File: config.mk
export PLATFORM = sky130hd
export DESIGN_NAME = mem_arbiter_flat
export DESIGN_NICKNAME = d
export VERILOG_FILES = /design/src/rtl/mem_arb_pkg.sv /design/src/rtl/mem_arbiter_if.sv /design/src/rtl/rr_arbiter.sv /design/src/rtl/mem_arbiter.sv /design/src/flat_wrapper.sv
export SDC_FILE = /design/constraint.sdc
export NUM_CORES = 1
export LEC_CHECK = 0
export BUFFER_PORTS_ARGS = -buffer_cell sky130_fd_sc_hd__buf_2
export CORE_UTILIZATION = 45
export DETAILED_ROUTE_END_ITERATION = 10
export PLACE_DENSITY = 0.78
export SLEW_MARGIN = 20
export SYNTH_ARGS = -nofsm -noshare
export SYNTH_HDL_FRONTEND = slang
export SYNTH_SLANG_ARGS = --single-unit
File: constraint.sdc
create_clock -name clk -period 1.85 [get_ports clk]
set_clock_uncertainty 0.15 [all_clocks]
set_input_delay 0.555 -clock clk [delete_from_list [all_inputs] [get_ports clk]]
set_output_delay 0.555 -clock clk [all_outputs]
set_load 0.02 [all_outputs]
File: src/rtl/mem_arb_pkg.sv
// Shared types and constants for the round-robin memory arbiter.
package mem_arb_pkg;

    localparam int unsigned DEF_NUM_REQ = 2;
    localparam int unsigned MEM_ADDR_W  = 5;
    localparam int unsigned MEM_DATA_W  = 8;

    localparam logic OP_READ  = 1'b0;
    localparam logic OP_WRITE = 1'b1;

    typedef enum logic [1:0] {
        IDLE    = 2'd0,
        ACCESS  = 2'd1,
        CAPTURE = 2'd2,
        RESP    = 2'd3
    } state_e;

endpackage

File: src/rtl/mem_arbiter_if.sv
// Requester-side and memory-side bus of the arbiter; slave = arbiter view.
interface mem_arbiter_if
    import mem_arb_pkg::*;
#(
    parameter int unsigned NUM_REQ = DEF_NUM_REQ,
    parameter int unsigned ADDR_W  = MEM_ADDR_W,
    parameter int unsigned DATA_W  = MEM_DATA_W
);

    logic [NUM_REQ-1:0]        req;
    logic [NUM_REQ-1:0]        we;
    logic [NUM_REQ*ADDR_W-1:0] addr;
    logic [NUM_REQ*DATA_W-1:0] wdata;
    logic [NUM_REQ-1:0]        done;
    logic [DATA_W-1:0]         rdata;
    logic                      busy;

    logic                      mem_read;
    logic                      mem_write;
    logic [ADDR_W-1:0]         mem_addr;
    logic [DATA_W-1:0]         mem_data_in;
    logic [DATA_W-1:0]         mem_data_out;

    modport slave (
        input  req, we, addr, wdata, mem_data_out,
        output done, rdata, busy, mem_read, mem_write, mem_addr, mem_data_in
    );

    modport master (
        output req, we, addr, wdata, mem_data_out,
        input  done, rdata, busy, mem_read, mem_write, mem_addr, mem_data_in
    );

endinterface

File: src/rtl/rr_arbiter.sv
// Combinational round-robin grant: first active request at or above ptr, with wrap.
module rr_arbiter #(
    parameter int unsigned NUM_REQ = 2,
    parameter int unsigned IDX_W   = 1
) (
    input  logic [NUM_REQ-1:0] req,
    input  logic [IDX_W-1:0]   ptr,
    output logic [NUM_REQ-1:0] grant_c,
    output logic [IDX_W-1:0]   idx_c,
    output logic               valid_c
);

    localparam int unsigned CW = IDX_W + 1;

    logic [CW-1:0] cand;

    // ptr < NUM_REQ and off < NUM_REQ, so a single conditional subtract wraps cand
    always_comb begin
        grant_c = '0;
        idx_c   = '0;
        valid_c = 1'b0;
        cand    = '0;
        for (int unsigned off = 0; off < NUM_REQ; off++) begin
            cand = {1'b0, ptr} + CW'(off);
            if (cand >= CW'(NUM_REQ)) begin
                cand = cand - CW'(NUM_REQ);
            end
            if (!valid_c && req[cand[IDX_W-1:0]]) begin
                valid_c                   = 1'b1;
                idx_c                     = cand[IDX_W-1:0];
                grant_c[cand[IDX_W-1:0]]  = 1'b1;
            end
        end
    end

endmodule

File: src/rtl/mem_arbiter.sv
// Shares a single-port synchronous memory between NUM_REQ requesters using a
// fixed four-cycle IDLE/ACCESS/CAPTURE/RESP sequence with round-robin grants.
module mem_arbiter
    import mem_arb_pkg::*;
#(
    parameter int unsigned NUM_REQ = DEF_NUM_REQ,
    parameter int unsigned ADDR_W  = MEM_ADDR_W,
    parameter int unsigned DATA_W  = MEM_DATA_W
) (
    input logic          clk,
    input logic          rst_n,
    mem_arbiter_if.slave bus
);

    localparam int unsigned IDX_W = (NUM_REQ > 1) ? $clog2(NUM_REQ) : 1;

    state_e              state_q, state_d;
    logic [IDX_W-1:0]    ptr_q, ptr_d;
    logic [IDX_W-1:0]    win_idx_q, win_idx_d;
    logic [NUM_REQ-1:0]  win_oh_q, win_oh_d;
    logic                op_q, op_d;
    logic                mem_read_q, mem_read_d;
    logic                mem_write_q, mem_write_d;
    logic [ADDR_W-1:0]   mem_addr_q, mem_addr_d;
    logic [DATA_W-1:0]   mem_data_in_q, mem_data_in_d;
    logic [DATA_W-1:0]   rdata_q, rdata_d;
    logic [NUM_REQ-1:0]  done_q, done_d;
    logic                busy_q, busy_d;

    logic [NUM_REQ-1:0]  arb_grant_c;
    logic [IDX_W-1:0]    arb_idx_c;
    logic                arb_valid_c;
    logic                sel_we_c;
    logic [ADDR_W-1:0]   sel_addr_c;
    logic [DATA_W-1:0]   sel_wdata_c;

    rr_arbiter #(
        .NUM_REQ (NUM_REQ),
        .IDX_W   (IDX_W)
    ) u_rr_arbiter (
        .req     (bus.req),
        .ptr     (ptr_q),
        .grant_c (arb_grant_c),
        .idx_c   (arb_idx_c),
        .valid_c (arb_valid_c)
    );

    // Pick the winner's op, address and write data out of the packed buses
    always_comb begin
        sel_we_c    = OP_READ;
        sel_addr_c  = '0;
        sel_wdata_c = '0;
        for (int unsigned i = 0; i < NUM_REQ; i++) begin
            if (arb_idx_c == IDX_W'(i)) begin
                sel_we_c    = bus.we[i];
                sel_addr_c  = bus.addr[i*ADDR_W +: ADDR_W];
                sel_wdata_c = bus.wdata[i*DATA_W +: DATA_W];
            end
        end
    end

    // Next-state and registered-output logic
    always_comb begin
        state_d       = state_q;
        ptr_d         = ptr_q;
        win_idx_d     = win_idx_q;
        win_oh_d      = win_oh_q;
        op_d          = op_q;
        mem_read_d    = 1'b0;
        mem_write_d   = 1'b0;
        mem_addr_d    = mem_addr_q;
        mem_data_in_d = mem_data_in_q;
        rdata_d       = rdata_q;
        done_d        = '0;

        case (state_q)
            IDLE: begin
                if (arb_valid_c) begin
                    win_idx_d     = arb_idx_c;
                    win_oh_d      = arb_grant_c;
                    op_d          = sel_we_c;
                    mem_write_d   = (sel_we_c == OP_WRITE);
                    mem_read_d    = (sel_we_c == OP_READ);
                    mem_addr_d    = sel_addr_c;
                    mem_data_in_d = sel_wdata_c;
                    state_d       = ACCESS;
                end
            end
            ACCESS: begin
                state_d = CAPTURE;
            end
            CAPTURE: begin
                if (op_q == OP_READ) begin
                    rdata_d = bus.mem_data_out;
                end
                done_d  = win_oh_q;
                ptr_d   = (win_idx_q == IDX_W'(NUM_REQ - 1)) ? '0 : win_idx_q + IDX_W'(1);
                state_d = RESP;
            end
            RESP: begin
                state_d = IDLE;
            end
            default: begin
                state_d = IDLE;
            end
        endcase

        busy_d = (state_d != IDLE);
    end

    always_ff @(posedge clk) begin
        if (!rst_n) begin
            state_q       <= IDLE;
            ptr_q         <= '0;
            win_idx_q     <= '0;
            win_oh_q      <= '0;
            op_q          <= OP_READ;
            mem_read_q    <= 1'b0;
            mem_write_q   <= 1'b0;
            mem_addr_q    <= '0;
            mem_data_in_q <= '0;
            rdata_q       <= '0;
            done_q        <= '0;
            busy_q        <= 1'b0;
        end else begin
            state_q       <= state_d;
            ptr_q         <= ptr_d;
            win_idx_q     <= win_idx_d;
            win_oh_q      <= win_oh_d;
            op_q          <= op_d;
            mem_read_q    <= mem_read_d;
            mem_write_q   <= mem_write_d;
            mem_addr_q    <= mem_addr_d;
            mem_data_in_q <= mem_data_in_d;
            rdata_q       <= rdata_d;
            done_q        <= done_d;
            busy_q        <= busy_d;
        end
    end

    assign bus.mem_read    = mem_read_q;
    assign bus.mem_write   = mem_write_q;
    assign bus.mem_addr    = mem_addr_q;
    assign bus.mem_data_in = mem_data_in_q;
    assign bus.rdata       = rdata_q;
    assign bus.done        = done_q;
    assign bus.busy        = busy_q;

endmodule

File: src/flat_wrapper.sv
// flat-port wrapper written by rule: the top's interface ports become plain ports
module mem_arbiter_flat import mem_arb_pkg::*;
#(
    parameter int unsigned NUM_REQ = DEF_NUM_REQ,
    parameter int unsigned ADDR_W  = MEM_ADDR_W,
    parameter int unsigned DATA_W  = MEM_DATA_W
)
  (clk, rst_n, bus_req, bus_we, bus_addr, bus_wdata, bus_mem_data_out, bus_done, bus_rdata, bus_busy, bus_mem_read, bus_mem_write, bus_mem_addr, bus_mem_data_in);
  mem_arbiter_if #(.NUM_REQ(NUM_REQ), .ADDR_W(ADDR_W), .DATA_W(DATA_W)) bus_i ();
  input logic clk;
  input logic rst_n;
  input wire logic [$bits(bus_i.req)-1:0] bus_req;
  input wire logic [$bits(bus_i.we)-1:0] bus_we;
  input wire logic [$bits(bus_i.addr)-1:0] bus_addr;
  input wire logic [$bits(bus_i.wdata)-1:0] bus_wdata;
  input wire logic [$bits(bus_i.mem_data_out)-1:0] bus_mem_data_out;
  output wire logic [$bits(bus_i.done)-1:0] bus_done;
  output wire logic [$bits(bus_i.rdata)-1:0] bus_rdata;
  output wire logic [$bits(bus_i.busy)-1:0] bus_busy;
  output wire logic [$bits(bus_i.mem_read)-1:0] bus_mem_read;
  output wire logic [$bits(bus_i.mem_write)-1:0] bus_mem_write;
  output wire logic [$bits(bus_i.mem_addr)-1:0] bus_mem_addr;
  output wire logic [$bits(bus_i.mem_data_in)-1:0] bus_mem_data_in;
  assign bus_i.req = bus_req;
  assign bus_i.we = bus_we;
  assign bus_i.addr = bus_addr;
  assign bus_i.wdata = bus_wdata;
  assign bus_i.mem_data_out = bus_mem_data_out;
  assign bus_done = bus_i.done;
  assign bus_rdata = bus_i.rdata;
  assign bus_busy = bus_i.busy;
  assign bus_mem_read = bus_i.mem_read;
  assign bus_mem_write = bus_i.mem_write;
  assign bus_mem_addr = bus_i.mem_addr;
  assign bus_mem_data_in = bus_i.mem_data_in;
  mem_arbiter #(.NUM_REQ(NUM_REQ), .ADDR_W(ADDR_W), .DATA_W(DATA_W)) u_core (.clk(clk), .rst_n(rst_n), .bus(bus_i));
endmodule
; Word-level counts from Yosys, hierarchy flattened
; Index checks and enable logic that the tools add are counted.
[totals]
reg_bits = 33
latchBits = 0
mem_bits_rw = 0
romBits = 0
input_bits = 40
out_inout_bits = 26
word_cells = 60
mem_count = 0
[op_classes]
addsub = 4
n_mul = 0
div_mod_pow = 0
order_cmp = 6
n_eq_ne = 3
shift = 0
n_mux = 22
n_bitwise = 3
n_reduce_logical = 10
[op_table]
columns = cell, n
row1 = $mux 1, 14
row2 = $mux 8, 1
row3 = $pmux 2 s4, 1
row4 = $mux 2, 3
row5 = $reduce_and 2->1, 3
row6 = $mux 5, 1
row7 = $eq 2x2->1 const B, 2
row8 = $lt 1x2->1 const B, 2
row9 = $logic_and 1x1->1, 3
row10 = $reduce_and 3->1, 1
row11 = $add 1x1->2 const B, 1
row12 = $demux 1 s1, 2
row13 = $eq 2x1->1 const B, 1
row14 = $ge 1x1->1 const B, 2
row15 = $ge 1x2->1 const B, 1
row16 = $ge 2x2->1 const B, 1
row17 = $logic_not 2->1, 1
row18 = $not 1->1, 2
row19 = $or 2x2->2, 1
row20 = $reduce_bool 2->1, 1
row21 = $sub 1x1->1 const B, 2
row22 = $add 1x1->1 const B, 1
row23 = $logic_not 1->1, 1

; Logic depth before layout (Yosys ltp)
; Gate-level depths: netlist of run 1.
[depth]
word_depth = 11
depth_mapped = 6
depth_no_buf = 5

; Hierarchy
; From an unflattened synthesis of run 1, not the netlist that was laid out.
[unflattened]
cells_unflattened = 126
area_unflattened_um2 = 1325.0
[modules_own_cells]
columns = module, instances, cells_per_inst, area_each_um2, seq_area_each_um2
row1 = mem_arbiter, 1, 121, 1292.5, 660.6
row2 = rr_arbiter, 1, 5, 32.5, 0.0

; Worst setup path after synthesis of run 1
; OpenSTA, ideal clock, no wires.
[synth_path]
path_kind = in2reg
startpoint = in bus_req[1]
endpoint = reg u_core.win_oh_q[0]
setup_time_ns = 0.116
t_arrival_ns = 1.236
t_required_ns = 1.584
setup_slack_ns = 0.348
stages = 4
n_path_buf = 2
path_cell_list = buf_6 -> o21a_4 -> buf_4 -> o211a_1
[synth_between]
elab_chain_len = 7
elab_cells_between_ends = 12
classes_between = 8 x mux / 1 x bitwise / 3 x reduce/logical
[synth_lines]
columns = item, line
row1 = from (decl), flat_wrapper.sv:12  ; input wire logic [$bits(bus_i.req)-1:0] bus_req;
row2 = $mux 1 (implied by the code) (2 in series), rr_arbiter.sv:28  ; if (!valid_c && req[cand[IDX_W-1:0]]) begin
row3 = $mux 1, rr_arbiter.sv:28
row4 = $logic_not 1->1, rr_arbiter.sv:28
row5 = $logic_and 1x1->1, rr_arbiter.sv:28
row6 = $mux 1, rr_arbiter.sv:28
row7 = $reduce_and 2->1 (no source line), n/a
row8 = to (signal assigned), mem_arbiter.sv:129  ; win_oh_q <= win_oh_d;
row9 = to (decl), mem_arbiter.sv:20  ; logic [NUM_REQ-1:0] win_oh_q, win_oh_d;
; Parallel ways exist; a longest one is shown, timed or not. The select of a mux whose other input is x is not followed.
; A chain may end at the register's enable or synchronous reset.

; Final worst setup path of run 1
[layout_path]
startpoint = reg u_core.state_q[0]
endpoint = reg u_core.rdata_q[1] (netlist: u_core.bus.rdata[1])
[layout_between]
elab_chain_len = 2
[layout_lines]
columns = item, line
row1 = from (decl), mem_arbiter.sv:17  ; state_e state_q, state_d;
row2 = from (signal assigned), mem_arbiter.sv:126  ; state_q <= state_d;
row3 = $eq 2x2->1, mem_arbiter.sv:76  ; case (state_q)
row4 = $reduce_and 2->1 (no source line), n/a
row5 = to (signal assigned), mem_arbiter.sv:135  ; rdata_q <= rdata_d;
row6 = to (decl), mem_arbiter.sv:26  ; logic [DATA_W-1:0] rdata_q, rdata_d;
; Every way passes these cells.

==> metrics.csv, run 1 <==
metric;value;unit
violations;design-rule violations;
yosysUniqueCellTypes;26;
grtUsageTotal;21.47;%
core;2829;µm²
max_cap_violations;0;
switching_share;37.15;%
vias;1314;
slew_viol_final;0;
worst_path_largest_cell_delay;0.32;ns
yosys_register_bits;33;
worst-path-max-fanout;8;
crit_top_cell;nor2b_1;
numPortBuffers;65;
path_cells;inv_1, ha_1, nor2b_1, buf_4, mux2i_1, nor2b_1;
antenna_found_initial;0;
seq_area_frac_synth;47.87;%
drt-initial-drc-count;53;
cts_buffers;5;
period_share;86.66;%
hpwl;2413;µm
seqCellArea;660.6;µm²
finalWirelength;3229;µm
fin_crit;1.603;ns
worst_pin_slew;0.4343;ns
gr-total-overflow;0;
cts_tree;built;
syn-instance-count;145;
syn_nets;188;
dpl_cell_area;1689;µm²
power;0.002653;W
status;complete, but fails checks;
fillCellCount;255;
end_kind;flip-flop;
p_per_area;1496;nW/µm²
synth_edf_count;0;
cts_repair_resize_count;0;
dominantRegCellSynth;dfxtp_1;
place.gp.congestion;0.8048;
start_kind;flip-flop;
totalNegativeSetupSlack;0;ns
seq_power_share;38.4;%
fmax;623.8;MHz
clk_pin_slew;0.09;ns
cts_buffer_depth;2;
grt_pass1_wl;5354;µm
grt_max_degree;32;
finalHoldViolations;0;
dr.pass1.iters;8;
dieArea;3292;µm²
async_flop_share;0;%
cpLargestDelayFamily;flip-flops;
rsz0062_at_grt;no;
cts_root_buf;clkbuf_4;
start_util;48.78;%
synth.cell_area;1380;µm²
routed_via_density;5.452;
power_switching;0.0009858;W
cts.sinks;33;
fp.dieW;57.38;µm
grt_pass1_vias;1206;
p_leak;0.8338;nW
pwr-share-clk;20.6;%
layout_setup_ws;0.2468;ns
ant_nets;0;
row_count;19;
avgRoutedWirePerCell;13.40;µm
postLayoutCellArea;1774;µm²
area_growth;28.56;%
timing.hold.ws;0.3220;ns
cp_num_buf_inv;2;
p_int;0.001668;W
clock_latency;0.33;ns
multi_input_area;630.6;µm²
hp-class;flip-flop to flip-flop;
ctsHoldBuffers;0;
ir_drop;0.8544;mV
cp_slowest_cell;dfxtp_1;
pin_count;66;
p_comb_share;40.9;%
drive_gt1_share;38.10;%
route.detailed.drc;7;
required;1.92;ns
worst_ep_arrival_time;1.68;ns
diodes;0;
layout.nets;252;
postSynthAreaPerCell;9.518;µm²
die_h;57.38;µm
dp_slack;0.2358;ns
max-slew-margin-rel;71.05;%
htreeDepth;2;
worstSetupPathType;flip-flop to flip-flop;
cts_setup_buffers;0;
finalSetupViolations;0;
ys_warn_count;0;
==> cells by family after synthesis <==
| family | after synthesis | synth area share [%] |
|---|---|---|
| compound gates | 64 | 27.11 |
| fa+ha+maj | 3 | 2.720 |
| buf+inv | 14 | 6.437 |
| flops | 33 | 47.87 |
| mux | 8 | 5.803 |
| simple gates | 23 | 10.06 |
==> stage by stage <==
step,utilization [%],instances
2_1_floorplan,-,145
6_report,62.72,241
5_1_grt,62.72,241
4_1_cts,62.72,241
3_5_place_dp,59.71,233
3_3_place_gp,59.71,233
==> registers in the layout (all words and copies together), names as in the netlist, 2 cells and up <==
register                flops
u_core.bus.done             2
u_core.bus.mem_data_in      8
u_core.win_oh_q             2
u_core.bus.mem_addr         5
u_core.bus.rdata            8
u_core.state_q              2
==> cell usage after synthesis (all sizes together) (2+ instances only) <==
library cell	count	area (µm²)
a21boi	2	15.01
a21oi	15	75.07
a31oi	14	87.58
and3	2	12.51
buf	6	56.30
clkbuf	5	21.27
dfxtp	33	660.6
ha	3	37.54
inv	3	11.26
mux2i	8	80.08
nand2	4	15.01
nand3	2	10.01
nor2b	9	56.30
o211a	2	20.02
o21ai	30	161.4
==> power groups by stage <==
stage                     clock network, W  logic [W]  registers (W)
after global placement                   0    0.00105        0.00102
after global routing              0.000597    0.00121        0.00104
after floorplan                          0   0.000619        0.00122
final                             0.000547    0.00109        0.00102
after CTS                         0.000556    0.00109        0.00102
after detailed placement                 0    0.00109        0.00103
==> final cells by class <==
type / count / share of cell area [%]
flip-flops and latches: 33 / 37.24
clock inverters: 1 / 1.693
inverters: 3 / 0.6347
multi-input cells: 98 / 35.54
well taps: 31 / 2.186
clock buffers: 7 / 3.103
repair buffers: 68 / 19.61
==> final timing paths <==
kind / start / end / slack [ns] / depth (start not counted)
worst min register to register: u_core.win_idx_q / u_core.win_idx_q / 0.32 / 2
worst min-delay path: u_core.win_idx_q / u_core.win_idx_q / 0.32 / 2
worst max-delay path: u_core.state_q[0] / u_core.bus.rdata[1] / 0.25 / 6
worst max register to register: u_core.state_q[0] / u_core.bus.rdata[1] / 0.25 / 6
==> cell usage in the layout (no fill, tap or decap), drive strengths merged, types with 4 or more instances in the layout <==
master	count
nor2b	9
mux2i	8
dfxtp	33
buf	68
nand2	4
a21oi	15
a31oi	14
clkbuf	7
o21ai	30
==> worst min-delay path, cell delays in order (launching register included) <==
cell and delay, ns:
dfxtp_1 0.32, nand2_1 0.05, a21boi_0 0.07
==> metal layers <==
metal	vias to the layer above	global-route usage (%)	part of all wire [%]
met5	-	0	0
met4	0	9.408	1.6
met3	6	4.989	8.4
met2	58	36.71	47
met1	602	25.60	43
li1	648	-	-
Note: power is estimated with default switching activity, not from simulation.
==> run 2, diff against run 1 <==
--- a/config.mk
+++ b/config.mk
@@ -8,7 +8,7 @@
 export BUFFER_PORTS_ARGS = -buffer_cell sky130_fd_sc_hd__buf_2
 export CORE_UTILIZATION = 45
 export DETAILED_ROUTE_END_ITERATION = 10
-export PLACE_DENSITY = 0.78
+export PLACE_DENSITY_LB_ADDON = 0.2
 export SLEW_MARGIN = 20
 export SYNTH_ARGS = -nofsm -noshare
 export SYNTH_HDL_FRONTEND = slang
==> metrics.csv, run 2 (synthesis results as in run 1) <==
metric;value;unit
cts_buffer_depth;2;
dp.cells;232;
route.detailed.drc;4;
worst_pin_slew;0.4251;ns
path_depth;6;
clock_latency;0.32;ns
power;0.002463;W
layout.nets;251;
core;2829;µm²
worst_ep_arrival_time;1.61;ns
cp_num_buf_inv;2;
finalHoldViolations;0;
timing.hold.ws;0.3185;ns
cts.sinks;33;
finalSetupViolations;0;
status;complete, but fails checks;
max_cap_violations;0;
grt_pass1_wl;4968;µm
cts_root_buf;clkbuf_4;
dpl_cell_area;1682;µm²
totalNegativeSetupSlack;0;ns
cts_tree;built;
cts_buffers;5;
avgRoutedWirePerCell;12.80;µm
ir_drop;0.8748;mV
grt_max_degree;32;
fillCellCount;267;
instances_no_fill;240;
antenna_found_initial;0;
required;1.93;ns
period_share;83.17;%
mostFrequentLayoutCells;65 x buf_2, 33 x dfxtp_1, 18 x o21ai_0;
vias;1279;
hpwl;2171;µm
place.gp.congestion;0.8508;
ant_nets;0;
worstSetupPathType;flip-flop to flip-flop;
cpLargestDelayFamily;flip-flops;
dieArea;3292;µm²
violations;design-rule violations;
start_kind;flip-flop;
p_per_area;1421;nW/µm²
rsz0062_at_grt;no;
dr.pass1.iters;8;
max-slew-margin-rel;71.66;%
cp_slowest_cell;dfxtp_1;
fin_crit;1.539;ns
worst-path-max-fanout;8;
die_h;57.38;µm
pin_count;66;
hp-class;flip-flop to flip-flop;
row_count;19;
fmax;649.9;MHz
p_leak;0.8155;nW
crit_top_cell;nor2b_1;
reg2reg_to;u_core.bus.rdata[4];
numPortBuffers;65;
final_common_cell;buf_2;
cts_setup_buffers;0;
ctsHoldBuffers;0;
slew_viol_final;0;
path_cells;inv_1, ha_1, nor2b_1, buf_4, mux2i_1, nor2b_1;
fp.dieW;57.38;µm
drt-initial-drc-count;44;
finalWirelength;3072;µm
min_path_cells;2;
clk_pin_slew;0.10;ns
worst_path_largest_cell_delay;0.33;ns
grtUsageTotal;19.64;%
diodes;0;
gr-total-overflow;0;
regToRegSetupSlack;0.31;ns
drive_gt1_share;37.80;%
cts_repair_resize_count;0;
end_kind;flip-flop;
grt_pass1_vias;1196;
hp-start;u_core.win_oh_q[1];
start_util;48.78;%
htreeDepth;2;
area_growth;25.57;%
min_to;u_core.win_oh_q[1];
postLayoutCellArea;1733;µm²
reg2reg_depth;6;
routed_via_density;5.329;
r2r_start;u_core.state_q[0];
[run 2: how the worst max path moves through the flow]
stage | from | to | slack (ns)
2_1_floorplan | bus_req[1] | u_core.win_oh_q[0] | 0.35
3_3_place_gp | bus_req[1] | u_core.bus.mem_read | 0.25
3_5_place_dp | bus_req[1] | u_core.bus.mem_read | 0.19
4_1_cts | u_core.state_q[0] | u_core.bus.rdata[4] | 0.30
5_1_grt | u_core.state_q[0] | u_core.bus.rdata[4] | 0.16
6_report | u_core.state_q[0] | u_core.bus.rdata[4] | 0.31
[run 2: worst min-delay path: cells and delay by family, from the launching register on]
kind	cells	cell delay [ns]
and+or+nand+nor	1	0.04
AOI/OAI and AO/OA	1	0.06
DFF	1	0.32
[run 2: final cells by class]
class | instances | area (µm²) | area share (%)
sequential | 33 | 660.6 | 38.12
multi-input combinational | 98 | 630.6 | 36.39
clock inverter | 2 | 10.01 | 0.5776
timing repair buffer | 67 | 340.3 | 19.64
clock buffer | 6 | 41.29 | 2.383
tap | 31 | 38.79 | 2.238
inverter | 3 | 11.26 | 0.6498
[run 2: stage by stage]
stage,util (%),worst slack [ns]
floorplan,-,0.3481
finish,61.26,0.3114
global route,61.26,0.1589
global placement,59.44,0.2510
detailed placement,59.44,0.1946
CTS,61.26,0.2973
[run 2: layer usage]
metal | global-route usage, % | vias to the layer above | share of wire (%)
met5 | 0 | - | 0
met4 | 7.666 | 0 | 0.81
met3 | 6.803 | 4 | 6.9
met2 | 33.55 | 54 | 48
met1 | 22.41 | 573 | 44
li1 | - | 648 | -
[run 2: power breakdown]
part	internal, W	switching (W)
clock network	0.000145	0.000230
logic	0.000420	0.000655
registers	0.000923	0.0000892
